## src/rtl/day_calendar_counter.sv

```systemverilog
// Calendar state (day-of-week, date, month, 2-digit year) advanced by a midnight tick or edited per field.
// Latency: 1 cycle from edge to output; backpressure: none, every tick/inc is consumed or dropped.
module day_calendar_counter #(
    parameter int unsigned START_DOW   = 5,
    parameter int unsigned START_DATE  = 1,
    parameter int unsigned START_MONTH = 1,
    parameter int unsigned START_YEAR  = 0
) (
    input  logic       clk,
    input  logic       rst,
    input  logic       day_tick,
    input  logic       set_mode,
    input  logic [1:0] field_sel,
    input  logic       inc,
    output logic [3:0] bcd,
    output logic [7:0] date_bcd,
    output logic [7:0] month_bcd,
    output logic [7:0] year_bcd,
    output logic       leap,
    output logic       year_wrap
);

    logic [2:0] dow;
    logic [4:0] date;
    logic [3:0] month;
    logic [6:0] year;

    logic [2:0] dow_nxt;
    logic [3:0] month_nxt;
    logic [6:0] year_nxt;
    logic [4:0] dim;
    logic [4:0] dim_month_edit;
    logic [4:0] dim_year_edit;

    function automatic logic [4:0] days_in(input logic [3:0] m, input logic lp);
        logic [4:0] d;
        case (m)
            4'd2:                    d = lp ? 5'd29 : 5'd28;
            4'd4, 4'd6, 4'd9, 4'd11: d = 5'd30;
            default:                 d = 5'd31;
        endcase
        return d;
    endfunction

    // Repeated subtraction keeps the binary->BCD decode a small comparator chain.
    function automatic logic [7:0] to_bcd(input logic [6:0] v);
        logic [3:0] tens;
        logic [6:0] rem;
        tens = 4'd0;
        rem  = v;
        for (int i = 0; i < 9; i++) begin
            if (rem >= 7'd10) begin
                rem  = rem - 7'd10;
                tens = tens + 4'd1;
            end
        end
        return {tens, rem[3:0]};
    endfunction

    assign leap = (year[1:0] == 2'b00);

    always_comb begin
        dow_nxt        = (dow == 3'd6) ? 3'd0 : dow + 3'd1;
        month_nxt      = (month == 4'd12) ? 4'd1 : month + 4'd1;
        year_nxt       = (year == 7'd99) ? 7'd0 : year + 7'd1;
        dim            = days_in(month, leap);
        dim_month_edit = days_in(month_nxt, leap);
        dim_year_edit  = days_in(month, year_nxt[1:0] == 2'b00);
    end

    always_ff @(posedge clk) begin
        if (rst) begin
            dow       <= START_DOW[2:0];
            date      <= START_DATE[4:0];
            month     <= START_MONTH[3:0];
            year      <= START_YEAR[6:0];
            year_wrap <= 1'b0;
        end else begin
            year_wrap <= 1'b0;
            if (!set_mode) begin
                if (day_tick) begin
                    dow <= dow_nxt;
                    if (date < dim) begin
                        date <= date + 5'd1;
                    end else begin
                        date  <= 5'd1;
                        month <= month_nxt;
                        if (month == 4'd12) begin
                            year      <= year_nxt;
                            year_wrap <= (year == 7'd99);
                        end
                    end
                end
            end else if (inc) begin
                // Edits never carry; month/year edits clamp the date to the new month length.
                case (field_sel)
                    2'd0: dow <= dow_nxt;
                    2'd1: date <= (date >= dim) ? 5'd1 : date + 5'd1;
                    2'd2: begin
                        month <= month_nxt;
                        if (date > dim_month_edit) date <= dim_month_edit;
                    end
                    default: begin
                        year <= year_nxt;
                        if (date > dim_year_edit) date <= dim_year_edit;
                    end
                endcase
            end
        end
    end

    assign bcd       = {1'b0, dow};
    assign date_bcd  = to_bcd({2'b00, date});
    assign month_bcd = to_bcd({3'b000, month});
    assign year_bcd  = to_bcd(year);

endmodule

```

## config.mk

```make
export PLATFORM = sky130hd
export DESIGN_NAME = day_calendar_counter
export DESIGN_NICKNAME = d
export VERILOG_FILES = /design/src/rtl/day_calendar_counter.sv
export SDC_FILE = /design/constraint.sdc
export NUM_CORES = 1
export LEC_CHECK = 0
export ABC_AREA = 1
export BUFFER_PORTS_ARGS = -buffer_cell sky130_fd_sc_hd__buf_2
export CORE_UTILIZATION = 35
export DETAILED_ROUTE_END_ITERATION = 8
export HOLD_SLACK_MARGIN = 0.06
export PLACE_DENSITY_LB_ADDON = 0.1
export SKIP_CTS_REPAIR_TIMING = 1
export SYNTH_ARGS = -nofsm -noshare
export SYNTH_HDL_FRONTEND = slang
export SYNTH_SLANG_ARGS = --single-unit
```

## constraint.sdc

```tcl
create_clock -name clk -period 9.1 [get_ports clk]
set_clock_uncertainty 0.15 [all_clocks]
set_input_delay 0.91 -clock clk [delete_from_list [all_inputs] [get_ports clk]]
set_output_delay 0.91 -clock clk [all_outputs]
set_load 0.03 [all_outputs]
```

* Yosys cells after proc, flatten, opt, wreduce, memory -nomap -nowiden
Cells that the tools add are included.
Word-level totals: flip-flop bits (word level) 20, input bits 7, output and inout bits 30, word-level logic and storage cells 214
Cells by class: add/subtract/negate cells 55, order comparisons 31, eq/ne operators 23, muxes and demuxes 85, bitwise gates (word level) 2, reductions and logical operators 13
Operators with widths (number):
- 2-to-1 mux 7 bit | 31
- greater-or-equal comparator 7 x 4 -> 1 bit (second input constant) | 25
- subtractor 7 x 4 -> 7 bit (second input constant) | 22
- 2-to-1 mux 4 bit | 33
- adder 4 x 1 -> 4 bit (second input constant) | 25
- 2-to-1 mux 5 bit | 7
- == test 4 bit (second input constant) | 5
- == test 4 x 3 -> 1 bit (second input constant) | 4
- 2-to-1 mux 3 bit | 5
- case mux 5 bit (3 select lines) | 1
- case mux 2 bit (2 select lines) | 3
- subtractor 4 bit (second input constant) | 3
- greater-than comparator 5 bit | 2
- AND reduction 5 bit | 2
- == test 4 x 2 -> 1 bit (second input constant) | 2
- OR reduction 4 bit | 2
- adder 7 x 1 -> 7 bit (second input constant) | 1
- == test 7 bit (second input constant) | 1
- zero test 2 bit | 3
- != test 2 x 1 -> 1 bit (second input constant) | 3
- != test 2 bit (second input constant) | 3
- subtractor 5 x 4 -> 6 bit (second input constant) | 1
- adder 5 x 1 -> 5 bit (second input constant) | 1
- greater-or-equal comparator 5 x 4 -> 1 bit (second input constant) | 1
- other kinds (17) | 23

* Depth between registers and ports, before layout
Gate-level depths: netlist of run 1.
word-level depth 18, depth in mapped cells 78

* Worst setup path after synthesis of run 1
No wires, ideal clock.
kind register -> output, start reg month[1], end out month_bcd[7], arrival 7.993 ns, data required time 8.040 ns, path slack 0.047 ns, cell stages (with the launch flop) 71, path through dfxtp_1 -> inv_1 -> ha_1 -> inv_1 -> ha_1 -> inv_1 -> nand2_4 -> xor2_2 -> inv_1 -> ha_1 -> nand2_1 -> nand2_1 -> nand2_2 -> nand2_4 -> o21ai_0 -> inv_1 -> ha_1 -> a21oi_1 -> (+35 left out) -> inv_2 -> ha_1 -> inv_1 -> nor2_1 -> nand3_1 -> nor2_1 -> nor2_4 -> nand2_4 -> nand2_1 -> nand2_2 -> ha_1 -> inv_1 -> nand3_1 -> nand2_1 -> inv_2 -> nand3_2 -> nand2_1 -> nand2_1
On the way: cells in the longest elaborated chain, start to end 18
RTL lines:
- start, declared | line 25 | logic [3:0] month;
- start signal, assigned | line 75 | month <= START_MONTH[3:0];
- start signal, assigned | line 87 | month <= month_nxt;
- start signal, assigned | line 100 | month <= month_nxt;
- subtractor 4 x 4 -> 5 bit or greater-or-equal comparator 4 bit (tied branches) | line 53, 52
- 2-to-1 mux 7 bit or 2-to-1 mux 1 bit (tied branches) | line 52 | if (rem >= 7'd10) begin
- subtractor 7 x 4 -> 7 bit (tied with other cells) | line 53 | rem = rem - 7'd10;
- 2-to-1 mux 7 bit or 2-to-1 mux 4 bit (tied branches) | line 52
- subtractor 7 x 4 -> 7 bit (tied with other cells) | line 53
- 2-to-1 mux 7 bit or 2-to-1 mux 4 bit (tied branches) | line 52
- subtractor 7 x 4 -> 7 bit (tied with other cells) | line 53
- 2-to-1 mux 7 bit or 2-to-1 mux 4 bit (tied branches) | line 52
- (+2 left out)
- subtractor 7 x 4 -> 7 bit (tied with other cells) | line 53
- 2-to-1 mux 7 bit or 2-to-1 mux 4 bit (tied branches) | line 52
- subtractor 7 x 4 -> 7 bit (tied with other cells) | line 53
- 2-to-1 mux 7 bit or 2-to-1 mux 4 bit (tied branches) | line 52
- subtractor 7 x 4 -> 7 bit (tied with other cells) | line 53
- 2-to-1 mux 7 bit or 2-to-1 mux 4 bit (tied branches) | line 52
- greater-or-equal comparator 7 x 4 -> 1 bit or adder 4 x 1 -> 4 bit (tied branches) | line 52, 54
- 2-to-1 mux 4 bit * | line 52
- end, declared | line 17 | output logic [7:0] month_bcd,
Mark *: on every way between the ends. The rest lies on a longest branch, timed or not.

* Worst setup path in the final report of run 1
start reg month[2], end out month_bcd[2]
On the way: cells in the longest elaborated chain, start to end 18
RTL lines (line):
- subtractor 4 x 4 -> 5 bit or greater-or-equal comparator 4 bit (tied branches) | 53, 52
- 2-to-1 mux 7 bit * | 52
- subtractor 7 x 4 -> 7 bit or greater-or-equal comparator 7 x 4 -> 1 bit (tied branches) | 53, 52
- 2-to-1 mux 7 bit * | 52
- subtractor 7 x 4 -> 7 bit or greater-or-equal comparator 7 x 4 -> 1 bit (tied branches) | 53, 52
- 2-to-1 mux 7 bit * | 52
- subtractor 7 x 4 -> 7 bit or greater-or-equal comparator 7 x 4 -> 1 bit (tied branches) | 53, 52
- 2-to-1 mux 7 bit * | 52
- (+2 left out)
- subtractor 7 x 4 -> 7 bit or greater-or-equal comparator 7 x 4 -> 1 bit (tied branches) | 53, 52
- 2-to-1 mux 7 bit * | 52
- subtractor 7 x 4 -> 7 bit or greater-or-equal comparator 7 x 4 -> 1 bit (tied branches) | 53, 52
- 2-to-1 mux 7 bit * | 52
- subtractor 7 x 4 -> 7 bit or greater-or-equal comparator 7 x 4 -> 1 bit (tied branches) | 53, 52
- 2-to-1 mux 7 bit * | 52
- greater-or-equal comparator 7 x 4 -> 1 bit or subtractor 4 bit (tied branches) | 52, 53
- 2-to-1 mux 4 bit * | 52
Marked as above.

==> summary.md, run 1 <==
| Metric | Value |
|---|---|
| CP peak stage delay | `0.32 ns` |
| Core box area | `22090 µm²` |
| Drt wl/cell | `10.65 µm` |
| Synth top cells by count | `nand2_1, inv_1, nand3_1, ha_1, nor2_1` |
| Syn avg cell area | `5.943 µm²` |
| Synth area leader | `nand2_1` |
| ANT nets after route | `0` |
| GRT Total Usage | `15.26%` |
| ANT cells | `0` |
| CP startpoint kind | `flop` |
| TNS Setup | `0 ns` |
| Area share of the largest cell type after synthesis | `19.96%` |
| WHS Endpoint | `dow[2]` |
| CTS root buf | `clkbuf_16` |
| Post-synth top flop | `dfxtp_1` |
| Clk slew on worst S/H paths | `0.06 ns` |
| Cell count after synthesis | `1342` |
| First-pass GRT wire length | `31770 µm` |
| Placed Instance Area | `8797 µm²` |
| Count leader, synth | `nand2_1` |
| Filler instances | `2300` |
| RSZ-0062 raised after global routing | `true` |
| Clock buffer depth | `2` |
| Final Cell Area | `10430 µm²` |
| DRC | `0` |
| Critical Path End Type | `output pin` |
| Boundary Pins | `37` |
| GPL Wtd Cong | `0.7814` |
| Dominant cells by area after synthesis | `nand2_1, ha_1, inv_1, nand3_1, dfxtp_1` |
| H-tree depth | `1` |
| Num CTS Buffers | `3` |
| Reg-to-Reg End | `date[4]` |
| Hold Fails Final Rpt | `0` |
| Die Height | `153.0 µm` |
| Hold Crit Start | `dow[2]` |
| CP arrival | `7.91 ns` |
| Status | `finished, final reports clean` |
| Worst skew pair latency | `0.25 ns` |
| Final period utilization | `98.58%` |
| Area added between synthesis and finish | `30.77%` |
| YS warnings | `0` |
| Post-Place Cells | `1699` |
| Headroom to the max-slew limit | `58.00%` |
| Rows | `54` |
| Largest net degree at the start of global routing | `13` |
| WL final | `18990 µm` |
| Top cell by count, worst path | `nand2_2` |
| Reg2Reg Depth | `17` |
| Hold Path Cell Cnt | `2` |
| Share of cells above drive strength 1 | `35.51%` |
| Seq/Total Area, Yosys | `5.020%` |
| Max Transition Viols Final | `0` |
| Initial antenna violation count | `0` |
| Worst-Margin Slew | `0.6141 ns` |
| CTS tree | `done` |
| CP Max Fanout | `7` |
| Non-filler instance count after layout | `1784` |
| Dpl hpwl | `15150 µm` |
| Clock tree sinks | `20` |
| Die Width | `153.0 µm` |
| Starting Density | `36.10%` |
| Vias/cell | `4.695` |
| Port buffer count | `35` |
| Overflow left after global routing | `0` |
| Final Setup Violations | `0` |
| Period minus WS final | `8.971 ns` |
| Critical path class | `flop to output pin` |
| Yosys reg bits | `20` |
| Slowest CP cell | `dfxtp_2` |
| Post-synthesis cell type count | `60` |
| Worst R2R Setup Slack | `5.05 ns` |
| Die area | `23390 µm²` |
| Max_cap viols | `0` |
| Mapped Area | `7975 µm²` |
| Ys async rst share | `0%` |
| Vias | `8375` |
| Syn Nets | `1433` |
| EDFF count, synth | `0` |
| Final #Nets | `1596` |
| Drt first pass iters | `4` |
| Critical R2R Launch | `month[0]` |
| Hold Crit Class | `flop to flop` |
| DRT iter0 DRCs | `242` |
| Number of global-route vias before repair | `7345` |
| FMAX | `111.5 MHz` |
| Worst path required time | `8.04 ns` |
-- flip-flops by register name (all words and copies together), names as in the netlist --
name,flops
year,7
date,5
month,4
dow,3
year_wrap,1
-- layout by cell type (no fill, tap or decap), drive strengths merged, types with 2 or more instances in the layout --
cell / Yosys / layout
nand3b: 12 / 12
nor3b: 2 / 2
inv: 244 / 245
nor2: 99 / 99
a31oi: 3 / 3
nand4: 32 / 32
nand2: 507 / 507
nor3: 11 / 11
xor2: 33 / 33
o211ai: 12 / 12
ha: 84 / 84
or2: 3 / 3
a21oi: 30 / 30
o21a: 4 / 4
o31ai: 4 / 4
buf: 10 / 168
o21ai: 68 / 68
clkbuf: 2 / 5
dfxtp: 20 / 20
xnor2: 15 / 15
nand3: 129 / 129
a211oi: 3 / 3
a21boi: 3 / 3
-- worst max-delay path by stage --
stage                               to      from  cells past startpoint
after floorplan           month_bcd[7]  month[1]                     70
after global placement     year_bcd[7]   year[1]                     69
after detailed placement  month_bcd[6]  month[2]                     69
after CTS                 month_bcd[6]  month[1]                     69
after global routing      month_bcd[6]  month[2]                     71
final                     month_bcd[2]  month[2]                     71
-- cell families (layout without fill, tap and decap cells) --
| kind of cell | count (synthesis) | in the layout | synth area share, % |
|---|---|---|---|
| AO/OA/AOI/OAI | 134 | 134 | 10.56 |
| XOR/XNOR | 48 | 48 | 6.166 |
| adder cells (fa/ha/maj) | 84 | 84 | 13.18 |
| buffers and inverters | 258 | 420 | 13.02 |
| flip-flops | 20 | 20 | 5.020 |
| other | 1 | 1 | 0.04702 |
| AND/OR/NAND/NOR | 797 | 797 | 52.01 |
-- per-layer routing --
layer | share of wire [%] | up-vias | routed length, µm | track usage, %
li1 | - | 4582 | - | -
met1 | 50 | 3740 | 9533 | 21.10
met2 | 49 | 51 | 9236 | 27.28
met3 | 0.98 | 2 | 186 | 0.5103
met4 | 0.19 | 0 | 37 | 1.010
met5 | 0 | - | 0 | 0
-- critical path, delay by kind of cell (launching register included) --
kind / cells / cell delay, ns
xor+xnor: 4 / 0.80
simple gates: 40 / 3.63
fa+ha+maj: 10 / 1.67
buf+inv: 15 / 1.02
flops: 1 / 0.32
compound gates: 2 / 0.20
-- layout make-up --
cell class / count / area (µm²) / area share [%]
timing repair buffer: 170 / 1286 / 12.33
clock inverter: 1 / 30.03 / 0.2879
sequential: 20 / 411.6 / 3.947
tap: 280 / 350.3 / 3.359
multi-input combinational: 1064 / 7320 / 70.19
clock buffer: 3 / 75.07 / 0.7199
inverter: 246 / 955.9 / 9.166
-- stage by stage --
step | worst slack, ns | util [%] | hold WS, ns
floorplan | 0.04723 | - | 0.3554
global placement | 0.004303 | 39.82 | 0.3379
detailed placement | -0.2248 | 39.82 | 0.3402
CTS | -0.5100 | 40.29 | 0.3589
global route | -0.4116 | 47.20 | 0.4031
finish | 0.1294 | 47.20 | 0.3601
Power of run 1 is not shown: default switching activity piles up to over one toggle a cycle in this logic, so the estimate is an artifact.
==> run 2, diff against run 1 <==
- MAX_ROUTING_LAYER: unset -> met4
==> summary.md, run 2 (synthesis results as in run 1) <==
| Metric | Value |
|---|---|
| Slowest CP cell | `dfxtp_2` |
| Util after Layout | `47.20%` |
| Critical Path End Type | `output pin` |
| Num CTS Buffers | `3` |
| Worst R2R Setup Slack | `5.05 ns` |
| H-tree depth | `1` |
| Most frequent cells in the layout | `nand2_1, inv_1, buf_4, nand3_1, nand2_2` |
| Status | `finished, final reports clean` |
| Drt wl/cell | `10.66 µm` |
| Worst skew pair latency | `0.25 ns` |
| Final worst slack | `0.1261 ns` |
| Boundary Pins | `37` |
| Core box area | `22090 µm²` |
| GRT Total Usage | `15.72%` |
| CP delay by family, top | `simple AND/OR/NAND/NOR gates` |
| FMAX | `111.4 MHz` |
| Die Height | `153.0 µm` |
| Starting Density | `36.10%` |
| Final Setup Violations | `0` |
| CP arrival | `7.91 ns` |
| Worst path required time | `8.04 ns` |
| CP peak stage delay | `0.32 ns` |
| Clock buffer depth | `2` |
| ANT cells | `0` |
| DRC | `0` |
| Max FFs per register | `7` |
| Hold Crit Class | `flop to flop` |
| Vias/cell | `4.689` |
| Port buffer count | `35` |
| Drt first pass iters | `4` |
| Dpl hpwl | `15150 µm` |
| Top cell by count, worst path | `nand2_2` |
| Clk slew on worst S/H paths | `0.06 ns` |
| Final #Nets | `1596` |
| CP Buf/Inv Count | `15` |
| Clock tree sinks | `20` |
| Hold Fails Final Rpt | `0` |
| Vias | `8366` |
| WL final | `19020 µm` |
| First-pass GRT wire length | `31770 µm` |
| Largest register by flop count | `year` |
| Critical path class | `flop to output pin` |
| Period minus WS final | `8.974 ns` |
| Final period utilization | `98.61%` |
| Max_cap viols | `0` |
| CP startpoint kind | `flop` |
| CTS tree | `done` |
| FF+latch area | `411.6 µm²` |
| Pre-CTS setup slack | `-0.2248 ns` |
| Headroom to the max-slew limit | `58.83%` |
| Max Transition Viols Final | `0` |
| RSZ-0062 raised after global routing | `true` |
| Top flop regs | `year: 7 flops, date: 5 flops, month: 4 flops` |
| Filler instances | `2300` |
| Die Width | `153.0 µm` |
| Number of global-route vias before repair | `7343` |
| Area added between synthesis and finish | `30.77%` |
| Rows | `54` |
| Overflow left after global routing | `0` |
| Die area | `23390 µm²` |
| Share of cells above drive strength 1 | `35.51%` |
| Worst-Margin Slew | `0.6021 ns` |
| Initial antenna violation count | `0` |
| CTS root buf | `clkbuf_16` |
| ANT nets after route | `0` |
| DRT iter0 DRCs | `234` |
| Area of the multi-input gates | `7320 µm²` |
| GPL Wtd Cong | `0.7955` |
| Largest net degree at the start of global routing | `13` |
| Most common cell after layout, fill and taps aside | `nand2_1` |
| CP Max Fanout | `7` |
-- run 2: cell counts in the layout (fill, tap and decap cells not counted) --
Identical to the previous run, type by type.
-- run 2: layout make-up --
type,count,area share [%]
clock inverters,1,0.2879
repair buffers,170,12.33
clock buffers,3,0.7199
flip-flops and latches,20,3.947
inverters,246,9.166
multi-input cells,1064,70.19
well taps,280,3.359
-- run 2: per-layer routing --
| layer | part of all wire (%) | up-vias | track usage (%) |
|---|---|---|---|
| li1 | - | 4579 | - |
| met1 | 50 | 3739 | 21.10 |
| met2 | 49 | 46 | 27.28 |
| met3 | 1.1 | 2 | 0.5103 |
| met4 | 0.24 | 0 | 1.010 |
| met5 | 0 | - | - |
-- run 2: worst paths after layout --
kind,cells past startpoint,end,startpoint
worst min register to register,2,dow[2],dow[2]
worst max register to register,17,date[4],month[0]
worst min-delay path,2,dow[2],dow[2]
worst max-delay path,71,month_bcd[2],month[2]
-- run 2: stage by stage --
step                      instance area (µm²)  setup TNS, ns  hold WS (ns)  instances
after floorplan                          7975              0        0.3554       1342
after detailed placement                 8797         -1.313        0.3402       1699
final                                   10430              0        0.3601       1784
after CTS                                8902         -5.376        0.3589       1703
after global placement                   8797              0        0.3379       1699
after global routing                    10430         -3.559        0.4031       1784
-- run 2: worst min-delay path, cell delays in order, from the launching register on --
cell	delay (ns)
dfxtp_1	0.34
o22ai_1	0.08
nand2_1	0.06
Power of run 2 is left out for the same reason.
==> run 3, diff against run 2 <==
==> constraint.sdc (replaced) <==
create_clock -name clk -period 9.1 [get_ports clk]
set_clock_uncertainty 0.15 [all_clocks]
set_input_delay 0.455 -clock clk [delete_from_list [all_inputs] [get_ports clk]]
set_output_delay 0.455 -clock clk [all_outputs]
set_load 0.03 [all_outputs]
==> summary.md, run 3 (synthesis results as in run 1) <==
| Metric | Value |
|---|---|
| Status | `finished, final reports clean` |
| Dpl hpwl | `14750 µm` |
| FF+latch area | `415.4 µm²` |
| CP Max Fanout | `6` |
| CTS root buf | `clkbuf_16` |
| Headroom to the max-slew limit | `56.69%` |
| Period minus WS final | `8.574 ns` |
| Worst-Margin Slew | `0.6497 ns` |
| DRT iter0 DRCs | `249` |
| Most common cell after layout, fill and taps aside | `nand2_1` |
| Filler instances | `2340` |
| Drt first pass iters | `4` |
| Max Transition Viols Final | `0` |
| Clock buffer depth | `2` |
| Max FFs per register | `7` |
| Clk slew on worst S/H paths | `0.07 ns` |
| Area of the multi-input gates | `7049 µm²` |
| Hold Crit Class | `input port to flop` |
| Largest register by flop count | `year` |
| ANT cells | `0` |
| Starting Density | `36.10%` |
| Final #Nets | `1544` |
| ANT nets after route | `0` |
| Hold Fails Final Rpt | `0` |
| CP delay by family, top | `simple AND/OR/NAND/NOR gates` |
| Worst R2R Setup Slack | `5.15 ns` |
| Worst path required time | `8.50 ns` |
| Core box area | `22090 µm²` |
| Die Height | `153.0 µm` |
| Critical path class | `flop to output pin` |
| CP peak stage delay | `0.32 ns` |
| Port buffer count | `35` |
| Final Setup Violations | `0` |
| Critical Path End Type | `output pin` |
| Initial antenna violation count | `0` |
| Slowest CP cell | `dfxtp_2` |
| Rows | `54` |
| WL final | `18030 µm` |
| CP startpoint kind | `flop` |
| Util after Layout | `43.91%` |
| Vias | `8117` |
| Clock tree sinks | `20` |
| Top flop regs | `year: 7 flops, date: 5 flops, month: 4 flops` |
| RSZ-0062 raised after global routing | `true` |
| GPL Wtd Cong | `0.7979` |
| Final period utilization | `94.22%` |
| Die area | `23390 µm²` |
| GRT Total Usage | `15.66%` |
| FMAX | `116.6 MHz` |
| Most frequent cells in the layout | `nand2_1, inv_1, nand3_1, buf_4, nand2_2` |
| Overflow left after global routing | `0` |
| Largest net degree at the start of global routing | `13` |
| Vias/cell | `4.686` |
| Share of cells above drive strength 1 | `29.55%` |
| Die Width | `153.0 µm` |
| H-tree depth | `1` |
| Top cell by count, worst path | `nand2_2` |
| CP arrival | `7.97 ns` |
| DRC | `0` |
| Area added between synthesis and finish | `21.63%` |
| Number of global-route vias before repair | `7264` |
| Drt wl/cell | `10.41 µm` |
| Max_cap viols | `0` |
| Boundary Pins | `37` |
| Num CTS Buffers | `3` |
| Worst skew pair latency | `0.26 ns` |
| CP Buf/Inv Count | `15` |
| First-pass GRT wire length | `31570 µm` |
| CTS tree | `done` |
==> run 3: cell types whose count changed in the layout (fill, tap and decap cells not counted), sizes merged <==
cell,before,now
buf,168,117
clkbuf,5,4
clkinv,1,2
inv,245,244
==> run 3: path summary, 6_finish.rpt <==
check	cells past startpoint	start	end
setup / recovery	69	month[1]	month_bcd[6]
hold / removal	2	rst	date[2]
setup reg to reg	17	month[1]	date[4]
hold reg to reg	2	dow[2]	dow[2]
==> run 3: final cells by class <==
class	count	area share [%]
clock buffers	3	0.7739
clock inverters	1	0.3096
inverters	246	9.712
multi-input cells	1064	72.67
flip-flops and latches	20	4.282
well taps	280	3.612
repair buffers	118	8.642
==> run 3: through the flow <==
step	worst slack, ns	hold slack, ns	instances	instance area [µm²]	TNS (ns)
floorplan	0.5022	0.3554	1342	7975	0
global placement	0.1420	0.3367	1667	8557	0
detailed placement	0.04504	0.3383	1667	8557	0
CTS	-0.2605	0.2844	1671	8662	-2.759
global route	-0.1180	0.2905	1732	9701	-1.156
finish	0.5259	0.2816	1732	9701	0
==> run 3: per-layer routing <==
layer | up-vias | global-route usage, % | wire length (µm)
met1 | 3558 | 21.10 | 9226
met2 | 70 | 26.98 | 8463
met3 | 11 | 0.6521 | 261
met4 | 0 | 1.010 | 76
li1 | 4478 | - | -
met5 | - | - | 0
==> run 3: worst reg2reg max path: cells and delay by family, from the launching register on <==
family	cells	cell delay (ns)
AO/OA/AOI/OAI	5	1.21
adder cells (fa/ha/maj)	2	0.45
buffers and inverters	5	0.49
flip-flops	1	0.32
AND/OR/NAND/NOR	5	1.18
Power of run 3 is left out for the same reason.
